**src/rtl/pipe_ctrl_pkg.sv**
```systemverilog
// Shared types for the pipeline sequencer: FSM states, hazard kinds and the
// bundled enable/flush control word with its per-hazard decode.
package pipe_ctrl_pkg;

   typedef enum logic {RUN, MWAIT} state_e;

   typedef enum logic [2:0] {HZ_NONE, HZ_LDUSE, HZ_RAW, HZ_BR, HZ_MEM} hz_kind_e;

   typedef struct packed {
      logic pc_en;
      logic if_id_en;
      logic id_ex_en;
      logic ex_mem_en;
      logic mem_wb_en;
      logic if_id_flush;
      logic id_ex_flush;
      logic mem_wb_flush;
   } pipe_ctrl_t;

   // Held while reset is asserted: nothing advances, every bubble inserted.
   localparam pipe_ctrl_t CTRL_RESET = 8'b00000_111;

   function automatic pipe_ctrl_t ctrl_for(hz_kind_e kind);
      pipe_ctrl_t c;
      c = '0;
      {c.pc_en, c.if_id_en, c.id_ex_en, c.ex_mem_en, c.mem_wb_en} = 5'b11111;
      case (kind)
         HZ_MEM: begin
            {c.pc_en, c.if_id_en, c.id_ex_en, c.ex_mem_en, c.mem_wb_en} = 5'b00000;
            c.mem_wb_flush = 1'b1;
         end
         HZ_BR: begin
            c.if_id_flush = 1'b1;
            c.id_ex_flush = 1'b1;
         end
         HZ_LDUSE, HZ_RAW: begin
            c.pc_en       = 1'b0;
            c.if_id_en    = 1'b0;
            c.id_ex_flush = 1'b1;
         end
         default: ;
      endcase
      return c;
   endfunction

endpackage

```
**src/rtl/mem_wait_timer.sv**
```systemverilog
// Counts cycles spent waiting on data memory; expire_o flags that the wait
// has reached MEM_TIMEOUT.
module mem_wait_timer #(
   parameter int MEM_TIMEOUT = 16
) (
   input  logic clk,
   input  logic rst,
   input  logic start_i,
   input  logic clear_i,
   output logic expire_o
);

   localparam int WW = $clog2(MEM_TIMEOUT + 1);

   logic [WW-1:0] wcnt_q, wcnt_d;

   assign expire_o = (wcnt_q == WW'(MEM_TIMEOUT));

   // NOTE: every path assigns wcnt_d, starting from a hold default, so no latch is inferred.
   always_comb begin
      wcnt_d = wcnt_q;
      if (clear_i)
         wcnt_d = '0;
      else if (start_i)
         wcnt_d = WW'(1);
      else if (wcnt_q != '0 && !expire_o)
         wcnt_d = wcnt_q + WW'(1);
   end

   // NOTE: state registers use non-blocking assignment so all flops update together.
   always_ff @(posedge clk or negedge rst) begin
      if (!rst) wcnt_q <= '0;
      else      wcnt_q <= wcnt_d;
   end

endmodule

```
**src/rtl/pipe_hazard_ctrl.sv**
```systemverilog
// Five-stage pipeline sequencer: memory freeze with watchdog, branch squash and
// RAW/load-use stalls. Define PIPE_FWD_EN when EX/MEM forwarding exists.
module pipe_hazard_ctrl
   import pipe_ctrl_pkg::*;
#(
   parameter int RW          = 5,
   parameter int MEM_TIMEOUT = 16,
   parameter int CNT_W       = 32
) (
   input  logic          clk,
   input  logic          rst,
   input  logic [RW-1:0] id_rs1,
   input  logic [RW-1:0] id_rs2,
   input  logic          id_rs1_use,
   input  logic          id_rs2_use,
   input  logic [RW-1:0] ex_rd,
   input  logic          ex_regwrite,
   input  logic          ex_memread,
   input  logic [RW-1:0] mem_rd,
   input  logic          mem_regwrite,
   input  logic          ex_br_taken,
   input  logic          dmem_req,
   input  logic          dmem_ack,
   output logic          pc_en,
   output logic          if_id_en,
   output logic          id_ex_en,
   output logic          ex_mem_en,
   output logic          mem_wb_en,
   output logic          if_id_flush,
   output logic          id_ex_flush,
   output logic          mem_wb_flush,
   output logic          mem_err,
   output logic [CNT_W-1:0] stall_cnt,
   output logic [CNT_W-1:0] flush_cnt
);

   state_e           state_q, state_d;
   logic             mem_err_q, mem_err_d;
   logic [CNT_W-1:0] stall_cnt_q, flush_cnt_q;
   logic             freeze, tmr_start, tmr_clear, tmr_expire;
   logic             hit_ex, load_use, data_hz;
   hz_kind_e         hz;
   pipe_ctrl_t       ctrl;

   function automatic logic src_hit(logic used, logic [RW-1:0] src, logic [RW-1:0] dst);
      return used && (src != '0) && (src == dst);
   endfunction

   assign hit_ex   = src_hit(id_rs1_use, id_rs1, ex_rd) | src_hit(id_rs2_use, id_rs2, ex_rd);
   assign load_use = ex_memread & ex_regwrite & hit_ex;

`ifdef PIPE_FWD_EN
   assign data_hz = load_use;
`else
   logic hit_mem;
   assign hit_mem = src_hit(id_rs1_use, id_rs1, mem_rd) | src_hit(id_rs2_use, id_rs2, mem_rd);
   assign data_hz = load_use | (ex_regwrite & hit_ex) | (mem_regwrite & hit_mem);
`endif

   mem_wait_timer #(.MEM_TIMEOUT(MEM_TIMEOUT)) u_timer (
      .clk      (clk),
      .rst      (rst),
      .start_i  (tmr_start),
      .clear_i  (tmr_clear),
      .expire_o (tmr_expire)
   );

   // A release cycle (ack or timeout) falls through to the normal priority chain.
   always_comb begin
      state_d   = state_q;
      mem_err_d = mem_err_q;
      freeze    = 1'b0;
      tmr_start = 1'b0;
      tmr_clear = 1'b0;
      case (state_q)
         RUN: if (dmem_req && !dmem_ack) begin
            freeze    = 1'b1;
            tmr_start = 1'b1;
            state_d   = MWAIT;
         end
         MWAIT: if (dmem_ack) begin
            tmr_clear = 1'b1;
            state_d   = RUN;
         end else if (tmr_expire) begin
            tmr_clear = 1'b1;
            mem_err_d = 1'b1;
            state_d   = RUN;
         end else begin
            freeze = 1'b1;
         end
         default: state_d = RUN;
      endcase

      if (freeze)           hz = HZ_MEM;
      else if (ex_br_taken) hz = HZ_BR;
      else if (load_use)    hz = HZ_LDUSE;
      else if (data_hz)     hz = HZ_RAW;
      else                  hz = HZ_NONE;

      ctrl = rst ? ctrl_for(hz) : CTRL_RESET;
   end

   always_ff @(posedge clk or negedge rst) begin
      if (!rst) begin
         state_q     <= RUN;
         mem_err_q   <= 1'b0;
         stall_cnt_q <= '0;
         flush_cnt_q <= '0;
      end else begin
         state_q   <= state_d;
         mem_err_q <= mem_err_d;
         if ((hz == HZ_MEM || hz == HZ_LDUSE || hz == HZ_RAW) && stall_cnt_q != '1)
            stall_cnt_q <= stall_cnt_q + CNT_W'(1);
         if (hz == HZ_BR && flush_cnt_q != '1)
            flush_cnt_q <= flush_cnt_q + CNT_W'(1);
      end
   end

   assign {pc_en, if_id_en, id_ex_en, ex_mem_en, mem_wb_en,
           if_id_flush, id_ex_flush, mem_wb_flush} = ctrl;
   assign mem_err   = mem_err_q;
   assign stall_cnt = stall_cnt_q;
   assign flush_cnt = flush_cnt_q;

endmodule

```
**config.mk**
```make
export PLATFORM = sky130hd
export DESIGN_NAME = pipe_hazard_ctrl
export DESIGN_NICKNAME = d
export VERILOG_FILES = /design/src/rtl/pipe_ctrl_pkg.sv /design/src/rtl/mem_wait_timer.sv /design/src/rtl/pipe_hazard_ctrl.sv
export SDC_FILE = /design/constraint.sdc
export NUM_CORES = 1
export LEC_CHECK = 0
export CAP_MARGIN = 10
export CORE_MARGIN = 3
export CORE_UTILIZATION = 50
export CTS_BUF_LIST = sky130_fd_sc_hd__clkbuf_4 sky130_fd_sc_hd__clkbuf_8
export DETAILED_ROUTE_END_ITERATION = 7
export GPL_TIMING_DRIVEN = 0
export HOLD_SLACK_MARGIN = 0.15
export PLACE_DENSITY = 0.89
export SLEW_MARGIN = 20
export SYNTH_ARGS = -nofsm -noshare
export SYNTH_HDL_FRONTEND = slang
export SYNTH_SLANG_ARGS = --single-unit
```
**constraint.sdc**
```tcl
create_clock -name clk -period 7 [get_ports clk]
set_input_delay 2.1 -clock clk [delete_from_list [all_inputs] [get_ports clk]]
set_output_delay 2.1 -clock clk [all_outputs]
set_load 0.005 [all_outputs]
```
Word level (Yosys, flattened, before mapping)
Cells that the tools add are included.
- reductions and logical operators: 21
- multiplexer cells: 21
- equality and inequality tests: 11
- $add $sub $neg: 3
- bitwise logic cells: 10
- operators with widths (operator ; number):
    32-bit by 1-bit adder with 32-bit output (second input constant) ; 2
    32-bit inequality test (second input constant) ; 2
    5-bit equality test ; 4
    5-bit 2-to-1 mux ; 3
    5-bit nonzero test ; 3
    1-bit logical AND ; 10
    1-bit 2-to-1 mux ; 10
    2-bit 2-to-1 mux ; 4
    8-bit 2-to-1 mux ; 1
    3-bit by 2-bit equality test with 1-bit output (second input constant) ; 2
    3-bit 2-to-1 mux ; 2
    3-bit OR reduction ; 2
    5-bit by 1-bit adder with 5-bit output (second input constant) ; 1
    5-bit equality test (second input constant) ; 1
    1-bit AND ; 4
    1-bit bitwise OR ; 4
    3-bit by 1-bit equality test with 1-bit output (second input constant) ; 1
    3-bit equality test (second input constant) ; 1
    3-bit AND reduction ; 1
    3-bit nonzero test ; 1
    1-bit zero test ; 2
    1-bit logical OR ; 2
    1-bit inverter ; 2
    1-bit one-hot mux with 2 select lines ; 1
- register bits: 71
- logic and storage cells: 71

Depth between registers and ports, before layout
- depth in word-level cells: 15
- mapped depth: 9
- mapped depth without buffers: 9

Cells and area by module
Synthesis repeated with hierarchy kept, for this count alone.
- cell total of the unflattened synthesis: 368
- area total of the unflattened synthesis: 3828.7 um^2
- modules (own cells, without submodules) (module ; area an instance (um^2) ; instances ; cells an instance):
    pipe_hazard_ctrl ; 3559.7 ; 1 ; 344
    mem_wait_timer ; 269.0 ; 1 ; 24

Worst setup path before layout
OpenSTA, ideal clock, no wires.
- path type: input -> output
- start: input id_rs1[1]
- end: output pc_en
- stages on the path: 5
- buffers on the path: 1
- arrival time: 3.211 ns
- path slack: 1.689 ns
- cells stage by stage: or4_1 > o21ai_1 > o22ai_1 > a21oi_1 > buf_4
- cells in the longest elaborated chain, start to end: 15
- elaborated cells on any way between the ends: 23
- those cells by class: 5 x eq/ne; 6 x mux; 7 x bitwise; 5 x reduce/logical
- ends and longest elaborated chain (what ; RTL line ; source):
    start: declaration ; pipe_hazard_ctrl.sv:12 ; input logic [RW-1:0] id_rs1,
    5-bit nonzero test ; pipe_hazard_ctrl.sv:46 ; return used && (src != '0) && (src == dst);
    1-bit logical AND (2 in series) ; pipe_hazard_ctrl.sv:46 ;
    1-bit bitwise OR ; pipe_hazard_ctrl.sv:49 ; assign hit_ex = src_hit(id_rs1_use, id_rs1, ex_rd) | src_hit(id_rs2_use, id_rs2, ex_rd);
    1-bit AND, on equally long branches ; pipe_hazard_ctrl.sv:50, pipe_hazard_ctrl.sv:57 ;
    1-bit bitwise OR (2 in series) ; pipe_hazard_ctrl.sv:57 ; assign data_hz = load_use | (ex_regwrite & hit_ex) | (mem_regwrite & hit_mem);
    2-bit 2-to-1 mux ; pipe_hazard_ctrl.sv:97 ; else if (data_hz) hz = HZ_RAW;
    2-bit 2-to-1 mux * ; pipe_hazard_ctrl.sv:96 ; else if (load_use) hz = HZ_LDUSE;
    2-bit 2-to-1 mux * ; pipe_hazard_ctrl.sv:95 ; else if (ex_br_taken) hz = HZ_BR;
    3-bit 2-to-1 mux * ; pipe_hazard_ctrl.sv:94 ; if (freeze) hz = HZ_MEM;
    3-bit equality test, or another cell as far along ; pipe_ctrl_pkg.sv:27 ; case (kind)
    3-bit OR reduction (no source line) * ; n/a ;
    2-bit 2-to-1 mux * ; pipe_ctrl_pkg.sv:27 ;
    8-bit 2-to-1 mux * ; pipe_hazard_ctrl.sv:100 ; ctrl = rst ? ctrl_for(hz) : CTRL_RESET;
    end: declaration ; pipe_hazard_ctrl.sv:24 ; output logic pc_en,
Mark *: on every way between the ends. The rest lies on a longest branch, timed or not.

Final worst setup path
- start: input id_rs2[2]
- end: output pc_en
- cells in the longest elaborated chain, start to end: 15
- elaborated cells on any way between the ends: 23
- those cells by class: 5 x eq/ne; 6 x mux; 7 x bitwise; 5 x reduce/logical
- ends and longest elaborated chain (what ; RTL line ; source):
    start: declaration ; pipe_hazard_ctrl.sv:13 ; input logic [RW-1:0] id_rs2,
    5-bit nonzero test ; pipe_hazard_ctrl.sv:46 ;
    1-bit logical AND (2 in series) ; pipe_hazard_ctrl.sv:46 ;
    1-bit bitwise OR ; pipe_hazard_ctrl.sv:49 ;
    1-bit AND, on equally long branches ; pipe_hazard_ctrl.sv:50, pipe_hazard_ctrl.sv:57 ;
    1-bit bitwise OR (2 in series) ; pipe_hazard_ctrl.sv:57 ;
    2-bit 2-to-1 mux ; pipe_hazard_ctrl.sv:97 ;
    2-bit 2-to-1 mux * ; pipe_hazard_ctrl.sv:96 ;
    2-bit 2-to-1 mux * ; pipe_hazard_ctrl.sv:95 ;
    3-bit 2-to-1 mux * ; pipe_hazard_ctrl.sv:94 ;
    3-bit equality test, or another cell as far along ; pipe_ctrl_pkg.sv:27 ;
    3-bit OR reduction (no source line) * ; n/a ;
    2-bit 2-to-1 mux * ; pipe_ctrl_pkg.sv:27 ;
    8-bit 2-to-1 mux * ; pipe_hazard_ctrl.sv:100 ;
Marks and branches as above.

==> flow_metrics.tcl <==
set metrics [dict create \
    p_leak_nw 2.25 \
    p_total_mw 1.11 \
    fmax_ghz 0.156 \
    dr_total_vias 3246 \
    ios 103 \
    outcome "finished clean" \
    clkTransAtPathRegs_ns 0.07 \
    endpoint_kind "output pin" \
    drt_wl_total_um 9540 \
    start_util 0.530 \
    grt_pass1_wl_um 15900 \
    power.density_nw_per_um2 209 \
    cp.arrival_ns 4.29 \
    syn_to_final_growth_pct 34.6 \
    fin_util 0.713 \
    grt_max_degree 58 \
    layout-drive-gt1-share 0.102 \
    cts_setup_buffers 0 \
    setup_viol 0 \
    synth_top_area_share 0.451 \
    antenna_found_initial 0 \
    drv_slew 0 \
    clk_latency_ns 0.35 \
    worst_slew_pin_slew_ns 0.492 \
    fillers 552 \
    htreeDepth 3 \
    die_w_um 94.8 \
    period_share 0.913 \
    finalHoldViolCount 0 \
    yosys_warnings 0 \
    port_buffers 101 \
    drt_iter0_markers 157 \
    relSlewSlack 0.672 \
    synthCells 373 \
    rows 31 \
    gp_congestion 0.910 \
    tns_ns 0 \
    syn_area_per_cell_um2 10.6 \
    grt_pass1_vias 3298 \
    hold_class "reg -> reg" \
    rsz0062_at_grt "no" \
    nNetsFinal 520 \
    synth_edf_count 0 \
    clock-root-buffer "clkbuf_8" \
    synth.cell_area_um2 3940 \
    synth_fp_nets 407 \
    fp.coreArea_um2 7450 \
    die_h_um 94.8 \
    max_cap_viol_count 0 \
    wl_per_cell_um 16.2 \
    start_kind "primary input" \
    hold_slack_ns 0.476 \
    yosysSeqAreaShare 0.451 \
    drc 0 \
    async_flop_share 1.00 \
    ys_ff_latch 71 \
    cp_max_fo 3 \
    critPathRequiredTime_ns 4.90 \
    worstSetupPathType "in -> out" \
    firstDrtPassIters 4 \
    clk_path_buf_depth 2 \
    synth_top_cell_by_area "dfrtp_1" \
    die-area_um2 8990 \
    yosysUniqueCellTypes 50 \
    skew_ns 0.00948 \
    overflow 0 \
    synth_top_cells_by_area "dfrtp_1 (45%), xnor2_1 (11%), xor2_1 (7.8%)" \
    ys.flop_type "dfrtp_1" \
    cts-hold-fix-buffers 0 \
    gr-usage-all-layers 0.226 \
    diodes 0 \
    routed_via_density 5.50 \
    cts_resized 0 \
    postRouteAntennaNets 0 \
    clock-sinks 71 \
    dp_hpwl_um 7200 \
    cts_tree "done" \
    ir_worst_vdd_mv 0.165 \
    finalCriticalPeriod_ns 6.39 \
    cts_inserted_buffers 9 \
]
Yosys cell counts, types with 2 or more instances:
cell / instances
inv_1: 11
nand4_1: 20
buf_4: 4
ha_1: 4
nor4_1: 5
a32oi_1: 2
nor2_1: 20
nand3_2: 3
xor2_1: 35
dfrtp_1: 71
nor4_4: 3
a21oi_1: 4
buf_6: 3
o21ai_0: 3
nand4b_1: 3
and4_1: 5
nand2b_1: 3
xnor2_1: 48
nand3_1: 29
nor3_2: 4
nor3_1: 11
nand2_1: 27
a211o_1: 2
mux2_1: 3
nand4_2: 2
and2_1: 9
o21ai_1: 2
and3_1: 14
or4_1: 2
cell families after synthesis:
| family | synth area share |
|---|---|
| buffers and inverters | 0.0289 |
| multiplexers | 0.0111 |
| AO/OA/AOI/OAI | 0.0374 |
| AND/OR/NAND/NOR | 0.275 |
| adder cells (fa/ha/maj) | 0.0127 |
| XOR/XNOR | 0.184 |
| flip-flops | 0.451 |
cells in the final DEF (no fill, tap or decap), types with 2 or more instances in the layout:
cell,instances
inv_6,2
nand2b_1,3
inv_1,11
clkinvlp_4,2
or4_1,2
o21ai_0,3
nor3_1,11
clkbuf_8,10
mux2_1,3
nand4_2,2
and2_1,9
nor4_1,5
nor3_2,4
nand4b_1,3
nor4_4,3
dfrtp_1,71
clkdlybuf4s50_1,100
buf_6,3
ha_1,4
o21ai_1,2
buf_4,5
and3_1,14
a32oi_1,2
nand3_1,29
a211o_1,2
and4_1,5
nand3_2,3
xnor2_1,48
nand2_1,27
a21oi_1,4
nand4_1,20
xor2_1,35
nor2_1,20
stage by stage:
step | setup WS [ns] | instances | area, um^2
floorplan | 1.69 | 373 | 3940
global placement | -1.36 | 573 | 5080
detailed placement | 0.587 | 574 | 5100
CTS | 0.579 | 590 | 5310
global route | 0.504 | 590 | 5310
finish | 0.606 | 590 | 5310
flip-flops by register name, summed over array words and instances, names as in the netlist:
name / cells
state_q: 1
stall_cnt: 32
mem_err: 1
u_timer.wcnt_q: 5
flush_cnt: 32
power breakdown:
part | switching [mW] | internal (mW) | leakage (nW)
Clock | 0.162 | 0.176 | 0.0993
Combinational | 0.111 | 0.151 | 1.19
Sequential | 0.0586 | 0.453 | 0.960
layout make-up:
type,count,area (um^2),share of cell area
repair buffers,102,1040,0.195
multi-input cells,282,2050,0.387
clock buffers,10,138,0.0259
plain buffers,9,72.6,0.0137
flip-flops and latches,71,1780,0.335
well taps,99,124,0.0233
clock inverters,6,67.6,0.0127
inverters,11,41.3,0.00778
layer usage:
metal	GRT usage	share of wire	vias to the layer above	wire length, um
met4	0.0733	0.0095	0	91
met3	0.0606	0.059	8	559
met5	0	0	-	0
met1	0.286	0.41	1614	3940
met2	0.373	0.52	88	4940
li1	-	-	1536	-
worst max-delay path, stage by stage:
cell and delay, ns:
clkdlybuf4s50_1 0.49, or4_1 0.55, o21ai_1 0.19, o22ai_1 0.13, a21oi_1 0.22, buf_4 0.14
clkdlybuf4s50_1 0.48
path summary, 6_finish.rpt:
check,startpoint,endpoint,slack (ns),cells after the start
worst max register to register,u_timer.wcnt_q[0],flush_cnt[12],4.78,8
worst min-delay path,mem_err,mem_err,0.48,1
worst min register to register,mem_err,mem_err,0.48,1
worst max-delay path,id_rs2[2],pc_en,0.61,7
max in group asynchronous,rst,flush_cnt[31],4.82,2
min in group asynchronous,rst,stall_cnt[21],1.61,1
No activity file was read; power rests on OpenSTA's default activity.
